**config.mk**
```make
export PLATFORM = sky130hd
export DESIGN_NAME = mul_div_unit
export DESIGN_NICKNAME = d
export VERILOG_FILES = /design/src/rtl/mul_div_unit.sv
export SDC_FILE = /design/constraint.sdc
export NUM_CORES = 1
export LEC_CHECK = 0
export ABC_AREA = 0
export BUFFER_PORTS_ARGS = -buffer_cell sky130_fd_sc_hd__buf_2
export CORE_ASPECT_RATIO = 2
export CORE_UTILIZATION = 55
export DETAILED_ROUTE_END_ITERATION = 10
export HOLD_SLACK_MARGIN = 0.02
export MAX_ROUTING_LAYER = met4
export PLACE_DENSITY_LB_ADDON = 0.25
export REMOVE_ABC_BUFFERS = 1
export SLEW_MARGIN = 30
export SYNTH_ARGS = -nofsm -noshare
export SYNTH_HDL_FRONTEND = slang
export SYNTH_SLANG_ARGS = --single-unit
```
**constraint.sdc**
```tcl
create_clock -name clk -period 5.12 [get_ports clk]
set_input_delay 0.512 -clock clk [delete_from_list [all_inputs] [get_ports clk]]
set_output_delay 0.512 -clock clk [all_outputs]
set_load 0.01 [all_outputs]
```
**src/rtl/mul_div_unit.sv**
```systemverilog
// Iterative multiply/divide unit with architectural HI/LO registers.
// Multiply is a right-shifting shift-add on operand magnitudes; divide is a
// restoring divide on magnitudes. Signs are applied in a final fix-up cycle.
module mul_div_unit #(
  parameter int WIDTH = 32
) (
  input  logic             clk,
  input  logic             reset,
  input  logic [WIDTH-1:0] DataA,
  input  logic [WIDTH-1:0] DataB,
  input  logic [2:0]       MDOp,
  input  logic             Start,
  input  logic             Cancel,
  output logic             Busy,
  output logic             Done,
  output logic [WIDTH-1:0] HI,
  output logic [WIDTH-1:0] LO
);

  localparam int CW = (WIDTH > 1) ? $clog2(WIDTH) : 1;

  typedef enum logic [1:0] {
    S_IDLE = 2'd0,
    S_CALC = 2'd1,
    S_FIX  = 2'd2
  } state_t;

  state_t state_q, state_d;

  logic [CW-1:0]      count_q;
  logic               vld_p2;
  logic [WIDTH-1:0]   hi_q, lo_q;

  // Latched operation context; data only, no reset needed.
  logic [2*WIDTH-1:0] acc_p1;
  logic [WIDTH-1:0]   b_mag_p1;
  logic [WIDTH-1:0]   a_raw_p1;
  logic               is_div_p1;
  logic               neg_q_p1;
  logic               neg_r_p1;
  logic               div0_p1;

  logic signed [WIDTH-1:0] a_s;
  logic signed [WIDTH-1:0] b_s;
  logic               op_signed;
  logic               accept_md;
  logic               accept_mthi;
  logic               accept_mtlo;
  logic               fix_commit;

  logic [WIDTH:0]     mul_sum;
  logic [WIDTH:0]     div_trial;
  logic [2*WIDTH-1:0] acc_next;

  logic [2*WIDTH-1:0] prod_fix;
  logic [WIDTH-1:0]   quo_fix;
  logic [WIDTH-1:0]   rem_fix;
  logic [WIDTH-1:0]   res_hi;
  logic [WIDTH-1:0]   res_lo;

  // Magnitude of an operand; unsigned ops pass straight through.
  function automatic logic [WIDTH-1:0] mag(input logic signed [WIDTH-1:0] v,
                                           input logic use_sign);
    if (use_sign && v[WIDTH-1]) return ~v + WIDTH'(1);
    else return v;
  endfunction

  // Conditional two's-complement negation of a single-width result.
  function automatic logic [WIDTH-1:0] cond_neg(input logic [WIDTH-1:0] v,
                                                input logic neg);
    if (neg) return ~v + WIDTH'(1);
    else return v;
  endfunction

  // Conditional two's-complement negation of the double-width product.
  function automatic logic [2*WIDTH-1:0] cond_neg_wide(input logic [2*WIDTH-1:0] v,
                                                       input logic neg);
    if (neg) return ~v + (2*WIDTH)'(1);
    else return v;
  endfunction

  assign a_s         = DataA;
  assign b_s         = DataB;
  assign op_signed   = ~MDOp[0];
  assign accept_md   = (state_q == S_IDLE) && Start && !MDOp[2];
  assign accept_mthi = (state_q == S_IDLE) && Start && (MDOp == 3'b100);
  assign accept_mtlo = (state_q == S_IDLE) && Start && (MDOp == 3'b101);
  assign fix_commit  = (state_q == S_FIX) && !Cancel;

  // Next-state selection; Cancel aborts any busy state.
  always_comb begin
    state_d = state_q;
    case (state_q)
      S_IDLE: if (accept_md) state_d = S_CALC;
      S_CALC: begin
        if (Cancel)                             state_d = S_IDLE;
        else if (count_q == CW'(WIDTH - 1))     state_d = S_FIX;
      end
      S_FIX:   state_d = S_IDLE;
      default: state_d = S_IDLE;
    endcase
  end

  // Control and architectural state: FSM, iteration counter, Done, HI/LO.
  always_ff @(posedge clk) begin
    if (reset) begin
      state_q <= S_IDLE;
      count_q <= '0;
      vld_p2  <= 1'b0;
      hi_q    <= '0;
      lo_q    <= '0;
    end else begin
      state_q <= state_d;
      vld_p2  <= fix_commit;
      if (state_q == S_CALC && !Cancel) count_q <= count_q + CW'(1);
      else                              count_q <= '0;
      if (fix_commit) begin
        hi_q <= res_hi;
        lo_q <= res_lo;
      end else begin
        if (accept_mthi) hi_q <= DataA;
        if (accept_mtlo) lo_q <= DataA;
      end
    end
  end

  // One iteration of shift-add multiply or restoring divide.
  always_comb begin
    mul_sum   = {1'b0, acc_p1[2*WIDTH-1:WIDTH]} +
                {1'b0, (acc_p1[0] ? b_mag_p1 : {WIDTH{1'b0}})};
    div_trial = acc_p1[2*WIDTH-1:WIDTH-1] - {1'b0, b_mag_p1};
    acc_next  = acc_p1;
    if (!is_div_p1)        acc_next = {mul_sum, acc_p1[WIDTH-1:1]};
    else if (div_trial[WIDTH]) acc_next = {acc_p1[2*WIDTH-2:0], 1'b0};
    else                   acc_next = {div_trial[WIDTH-1:0], acc_p1[WIDTH-2:0], 1'b1};
  end

  // Operand capture on accept, then iterate the accumulator while calculating.
  always_ff @(posedge clk) begin
    if (accept_md) begin
      acc_p1    <= {{WIDTH{1'b0}}, mag(a_s, op_signed)};
      b_mag_p1  <= mag(b_s, op_signed);
      a_raw_p1  <= DataA;
      is_div_p1 <= MDOp[1];
      neg_q_p1  <= op_signed && (DataA[WIDTH-1] ^ DataB[WIDTH-1]);
      neg_r_p1  <= op_signed && DataA[WIDTH-1];
      div0_p1   <= (DataB == '0);
    end else if (state_q == S_CALC) begin
      acc_p1    <= acc_next;
    end
  end

  // ---- fix-up stage: sign correction and divide-by-zero override ----
  always_comb begin
    prod_fix = cond_neg_wide(acc_p1, neg_q_p1);
    quo_fix  = cond_neg(acc_p1[WIDTH-1:0], neg_q_p1);
    rem_fix  = cond_neg(acc_p1[2*WIDTH-1:WIDTH], neg_r_p1);
    res_hi   = prod_fix[2*WIDTH-1:WIDTH];
    res_lo   = prod_fix[WIDTH-1:0];
    if (is_div_p1) begin
      if (div0_p1) begin
        res_hi = a_raw_p1;
        res_lo = '1;
      end else begin
        res_hi = rem_fix;
        res_lo = quo_fix;
      end
    end
  end

  assign Busy = (state_q != S_IDLE);
  assign Done = vld_p2;
  assign HI   = hi_q;
  assign LO   = lo_q;

endmodule

```
After elaboration in Yosys (flattened, before gate mapping)
Index checks and enable logic that the tools add are counted.
- multiplexer cells: 22
- eq/ne operators: 7
- reduce and logical (&&, ||, !) cells: 19
- $add $sub $neg: 8
- bitwise logic cells: 8
- operators by type and width (kind ; count):
    32-bit two-way mux ; 15
    64-bit two-way mux ; 3
    32-bit NOT ; 4
    32-bit by 1-bit adder with 32-bit output (second input constant) ; 2
    32-bit by 2-bit adder with 32-bit output (second input constant) ; 2
    64-bit by 1-bit adder with 64-bit output (second input constant) ; 1
    64-bit NOT ; 1
    32-bit by 32-bit adder with 33-bit output ; 1
    33-bit by 32-bit subtractor with 33-bit output ; 1
    32-bit logical NOT ; 1
    1-bit logical AND ; 9
    2-bit nonzero test ; 4
    3-bit == test (second input constant) ; 2
    2-bit two-way mux ; 3
    5-bit by 1-bit adder with 5-bit output (second input constant) ; 1
    5-bit == test (second input constant) ; 1
    2-bit one-hot mux with 2 select lines ; 1
    3-bit inequality test (second input constant) ; 1
    2-bit by 1-bit == test with 1-bit output (second input constant) ; 1
    2-bit == test (second input constant) ; 1
    1-bit logical NOT ; 2
    2-bit logical NOT ; 1
    2-bit inequality test (second input constant) ; 1
    1-bit NOT ; 2
    other kinds (3) ; 3
- register bits after elaboration: 204
- output and inout port bits: 66
- input port bits: 71
- word-level logic and storage cells: 77

Logic depth before layout (Yosys ltp)
- depth in word-level cells: 6
- gate-level depth with buffers: 15
- depth with buffers taken out: 13

Least setup slack after synthesis
OpenSTA, ideal clock, no wires.
- kind: reg-to-reg
- start point: register acc_p1[32]
- end point: register acc_p1[0], data pin
- data arrival time: 3283 ps
- stages on the path, launching flop included: 16
- data required time: 4851 ps
- period minus slack after synthesis: 3551 ps
- setup time: 269 ps
- slack: 1569 ps
- buffers on the path: 3
- cell sequence: dfxtp_1 clkbuf_1 inv_1 fa_1 nor2b_1 o2111ai_1 and3_1 nor4_1 o211ai_1 a21o_1 nand4_1 buf_2 buf_2 nor2_1 a21oi_1 o21ai_0
- cells in the longest elaborated chain, start to end: 5
- RTL lines (what ; RTL line ; source):
    start, declared ; 35 ; logic [2*WIDTH-1:0] acc_p1;
    start signal, assigned ; 141 ; acc_p1 <= {{WIDTH{1'b0}}, mag(a_s, op_signed)};
    start signal, assigned ; 149 ; acc_p1 <= acc_next;
    33-bit by 32-bit subtractor with 33-bit output ; 131 ; div_trial = acc_p1[2*WIDTH-1:WIDTH-1] - {1'b0, b_mag_p1};
    64-bit two-way mux ; 134 ; else if (div_trial[WIDTH]) acc_next = {acc_p1[2*WIDTH-2:0], 1'b0};
    64-bit two-way mux ; 133 ; if (!is_div_p1) acc_next = {mul_sum, acc_p1[WIDTH-1:1]};
    32-bit two-way mux ; 148 ; end else if (state_q == S_CALC) begin
    32-bit two-way mux ; 140 ; if (accept_md) begin
Every way passes these cells. The select of a mux whose other input is x is not followed.
A chain may end at the register's enable or synchronous reset.

Worst setup path after layout
- start point: register acc_p1[32]
- end point: register acc_p1[50]
- cells in the longest elaborated chain, start to end: 3
- elaborated cells between the ends (all ways): 4
- classes of those cells: add/sub: 2; mux: 2
- RTL lines (what ; RTL line):
    33-bit by 32-bit subtractor with 33-bit output ; 131
    64-bit two-way mux ; 134
    64-bit two-way mux * ; 133
Every way passes the cells marked *; elsewhere a longest branch is shown, timed or not.

==> impl_metrics.yaml <==
outcome:
  run_status: "finished, final reports clean"
pwr:
  ir_drop_mv: 0.306
  p_sw_share_pct: 35.4
  p_per_area_nw_per_um2: 310
  power.total_mw: 5.36
  comb_power_share_pct: 30.2
  clock_power_share_pct: 31.8
  leakagePower_nw: 7.31
  p_int_mw: 3.46
  p_sw_mw: 1.90
  seq_power_share_pct: 38.0
route:
  drtAntennaViolNets: 0
  dr.pass1.iters: 6
  wl_per_cell_um: 23.1
  drc_errors: 0
  drt_iter0_markers: 1145
  wirelength_um: 52700
  vias: 14900
  vias_per_cell: 6.52
global_route:
  antenna_found_initial: 0
  grt_pass1_vias: 15100
  global_route.overflow_total: 0
  grt_pass1_wl_um: 81200
  grtUsageTotal_pct: 37.5
  grt_max_degree: 95
setup_path:
  r2r_slack_ps: 710
  r2r_end: "acc_p1[50]$_SDFFE_PP0P_"
  r2r-start: "acc_p1[32]$_SDFFE_PP0P_"
  cp_max_fo: 35
  ff2ff_path_depth: 12
  end_kind: "register"
  required_ps: 5560
  worstPathArrival_ps: 4850
  startpoint_type: "register"
  criticalPathCategory: "register to register"
finish:
  final_nets: 2056
  fillers: 2510
  num_antenna_cells: 0
  syn_to_final_growth_pct: 11.7
  drive_gt1_share_pct: 13.3
  instances_no_fill: 2281
  design_area_um2: 17300
synthesis:
  ys_types: 79
  synth_area_per_cell_um2: 8.51
  synth_top_area_share_pct: 19.4
  synth_seq_area_share_pct: 32.8
  ys_top_cells_by_area: "edfxtp_1, dfxtp_1, mux2i_1"
  ys_warn_count: 0
  yosys_register_bits: 204
  synth-edff-count: 100
  synth_flop_cell: "dfxtp_1"
  netlist_area_um2: 15500
  syn_inst: 1821
  synth-async-reset-ratio_pct: 0
  yosysTopAreaCell: "edfxtp_1"
cts:
  cts_root_buffer: "clkbuf_16"
  cts_max_level: 1
  clkTransAtPathRegs_ps: 70
  cts_tree: "yes"
  post-cts-setup-buffers: 0
  cts_resized: 0
  cts_buffer_depth: 3
  clock_latency_ps: 540
  hold_buffers: 0
  cts.sinks: 204
  cts_buffers: 22
placement:
  gp_congestion: 1.03
  port_buffers: 136
  post_dp_cell_area_um2: 16500
  dp_cells: 2241
  dp_hpwl_um: 39100
sta:
  relSlewSlack_pct: 32.0
  period_share_pct: 86.2
  final-max-slew-violation-count: 0
  clock_skew_ps: 19.5
  tns_ps: 0
  fmax_ghz: 0.227
  final-hold-violation-count: 0
  timing.hold.ws_ps: 208
  setup_violations: 0
  rsz0062_at_grt: "false"
  tightest_slew_ps: 1020
  period_needed_ps: 4410
floorplanning:
  pin_count: 137
  start_util_pct: 56.0
  rows: 86
  core_um2: 27700
  chipHeight_um: 239
  dieArea_um2: 28900
  die_w_um: 121
worst_hold_path:
  hp-class: "input port to register"
  hold_depth: 1
  min_to: "is_div_p1$_DFFE_PP_"
  min_from: "MDOp[1]"
job:
  cap_violations: 0
cell families after synthesis:
kind of cell / after synthesis / share of synthesized area, %
compound gates: 593 / 25.1
xor+xnor: 161 / 9.10
fa+ha+maj: 72 / 5.91
buf+inv: 171 / 4.18
flops: 204 / 32.8
mux: 105 / 6.85
simple gates: 515 / 16.0
through the flow:
stage | setup slack, ps | utilization [%]
6_report | 708 | 62.6
5_1_grt | 352 | 62.6
4_1_cts | 729 | 62.6
3_5_place_dp | 757 | 59.8
3_3_place_gp | 899 | 59.8
2_1_floorplan | -1150 | -
worst max-delay path by stage:
stage | from | endpoint | slack [ps] | cells after the start
global placement | acc_p1[32]$_SDFFE_PP0P_ | acc_p1[50]$_SDFFE_PP0P_ | 900 | 12
finish | acc_p1[32]$_SDFFE_PP0P_ | acc_p1[50]$_SDFFE_PP0P_ | 710 | 12
detailed placement | acc_p1[32]$_SDFFE_PP0P_ | acc_p1[50]$_SDFFE_PP0P_ | 760 | 12
global route | acc_p1[32]$_SDFFE_PP0P_ | acc_p1[50]$_SDFFE_PP0P_ | 350 | 12
floorplan | Start | HI[4]$_SDFFE_PP0P_ | -1150 | 5
CTS | acc_p1[32]$_SDFFE_PP0P_ | acc_p1[50]$_SDFFE_PP0P_ | 730 | 12
state kept, by name, summed over array words and instances, names as in the netlist:
name	cells
b_mag_p1	32
LO	32
is_div_p1	1
neg_r_p1	1
acc_p1	64
a_raw_p1	32
Done	1
state_q	2
count_q	5
div0_p1	1
HI	32
neg_q_p1	1
Yosys cell counts (9+ instances only):
master,number
dfxtp_1,104
mux2i_1,97
nor3_1,34
nand2_1,149
and3_1,10
xnor2_1,90
nor4_1,14
nand3_1,26
o31ai_1,38
a211oi_1,61
o211ai_1,9
xor2_1,71
and2_1,12
o21a_1,11
inv_1,61
nor2_1,159
nand2b_1,11
a221oi_1,38
o22ai_1,16
clkbuf_1,90
a21o_1,46
a22oi_1,12
a31oi_1,18
o21ai_0,144
nand4_1,11
edfxtp_1,100
ha_1,70
or3_1,20
o41ai_1,9
a21oi_1,127
nor2b_1,27
buf_1,12
or4_1,10
power groups by stage:
stage / clock network (mW) / registers [mW] / logic, mW
floorplan: 0 / 2.00 / 1.13
global placement: 0 / 2.06 / 1.57
detailed placement: 0 / 2.06 / 1.58
CTS: 1.72 / 2.03 / 1.60
global route: 1.78 / 2.05 / 1.77
finish: 1.71 / 2.04 / 1.62
cells in the final DEF, fill, tap and decap left out, types with 14 or more instances in the layout:
cell	synthesis	layout
nand3_1	26	26
nor2_1	159	158
or3_1	20	20
edfxtp_1	100	100
buf_2	5	136
nor3_1	34	34
nand2_1	149	148
buf_4	0	36
dfxtp_1	104	104
nor4_1	14	14
o31ai_1	38	38
a31oi_1	18	18
inv_1	61	61
o21ai_0	144	144
o22ai_1	16	16
clkbuf_16	0	24
xnor2_1	90	90
a21o_1	46	46
a21oi_1	127	127
nor2b_1	27	27
a211oi_1	61	61
a221oi_1	38	38
mux2i_1	97	97
xor2_1	71	71
ha_1	70	70
routing by layer:
layer  vias to the layer above  wire length, µm  track usage [%]
li1                       6959                -                -
met1                      7125            18900             37.9
met2                       597            27800             68.3
met3                       198             2350             3.12
met4                         0             3660             24.3
met5                         -                0                -
critical path, cell delays in order (launching register included):
cell,delay (ps)
dfxtp_1,620
inv_1,160
fa_1,460
nor2b_1,230
o2111ai_1,150
and3_1,220
nor4_1,450
o211ai_1,320
nand4bb_1,190
nand4_1,520
buf_12,400
o311a_1,370
o31ai_1,210
area by class of cell:
type / instances / area, µm² / share of cell area, %
sequential: 204 / 5080 / 29.4
tap: 352 / 440 / 2.55
multi-input combinational: 1446 / 9780 / 56.5
timing repair buffer: 175 / 1000 / 5.79
inverter: 64 / 243 / 1.40
clock inverter: 14 / 129 / 0.745
clock buffer: 26 / 628 / 3.63
Note: power is estimated with default switching activity, not from simulation.
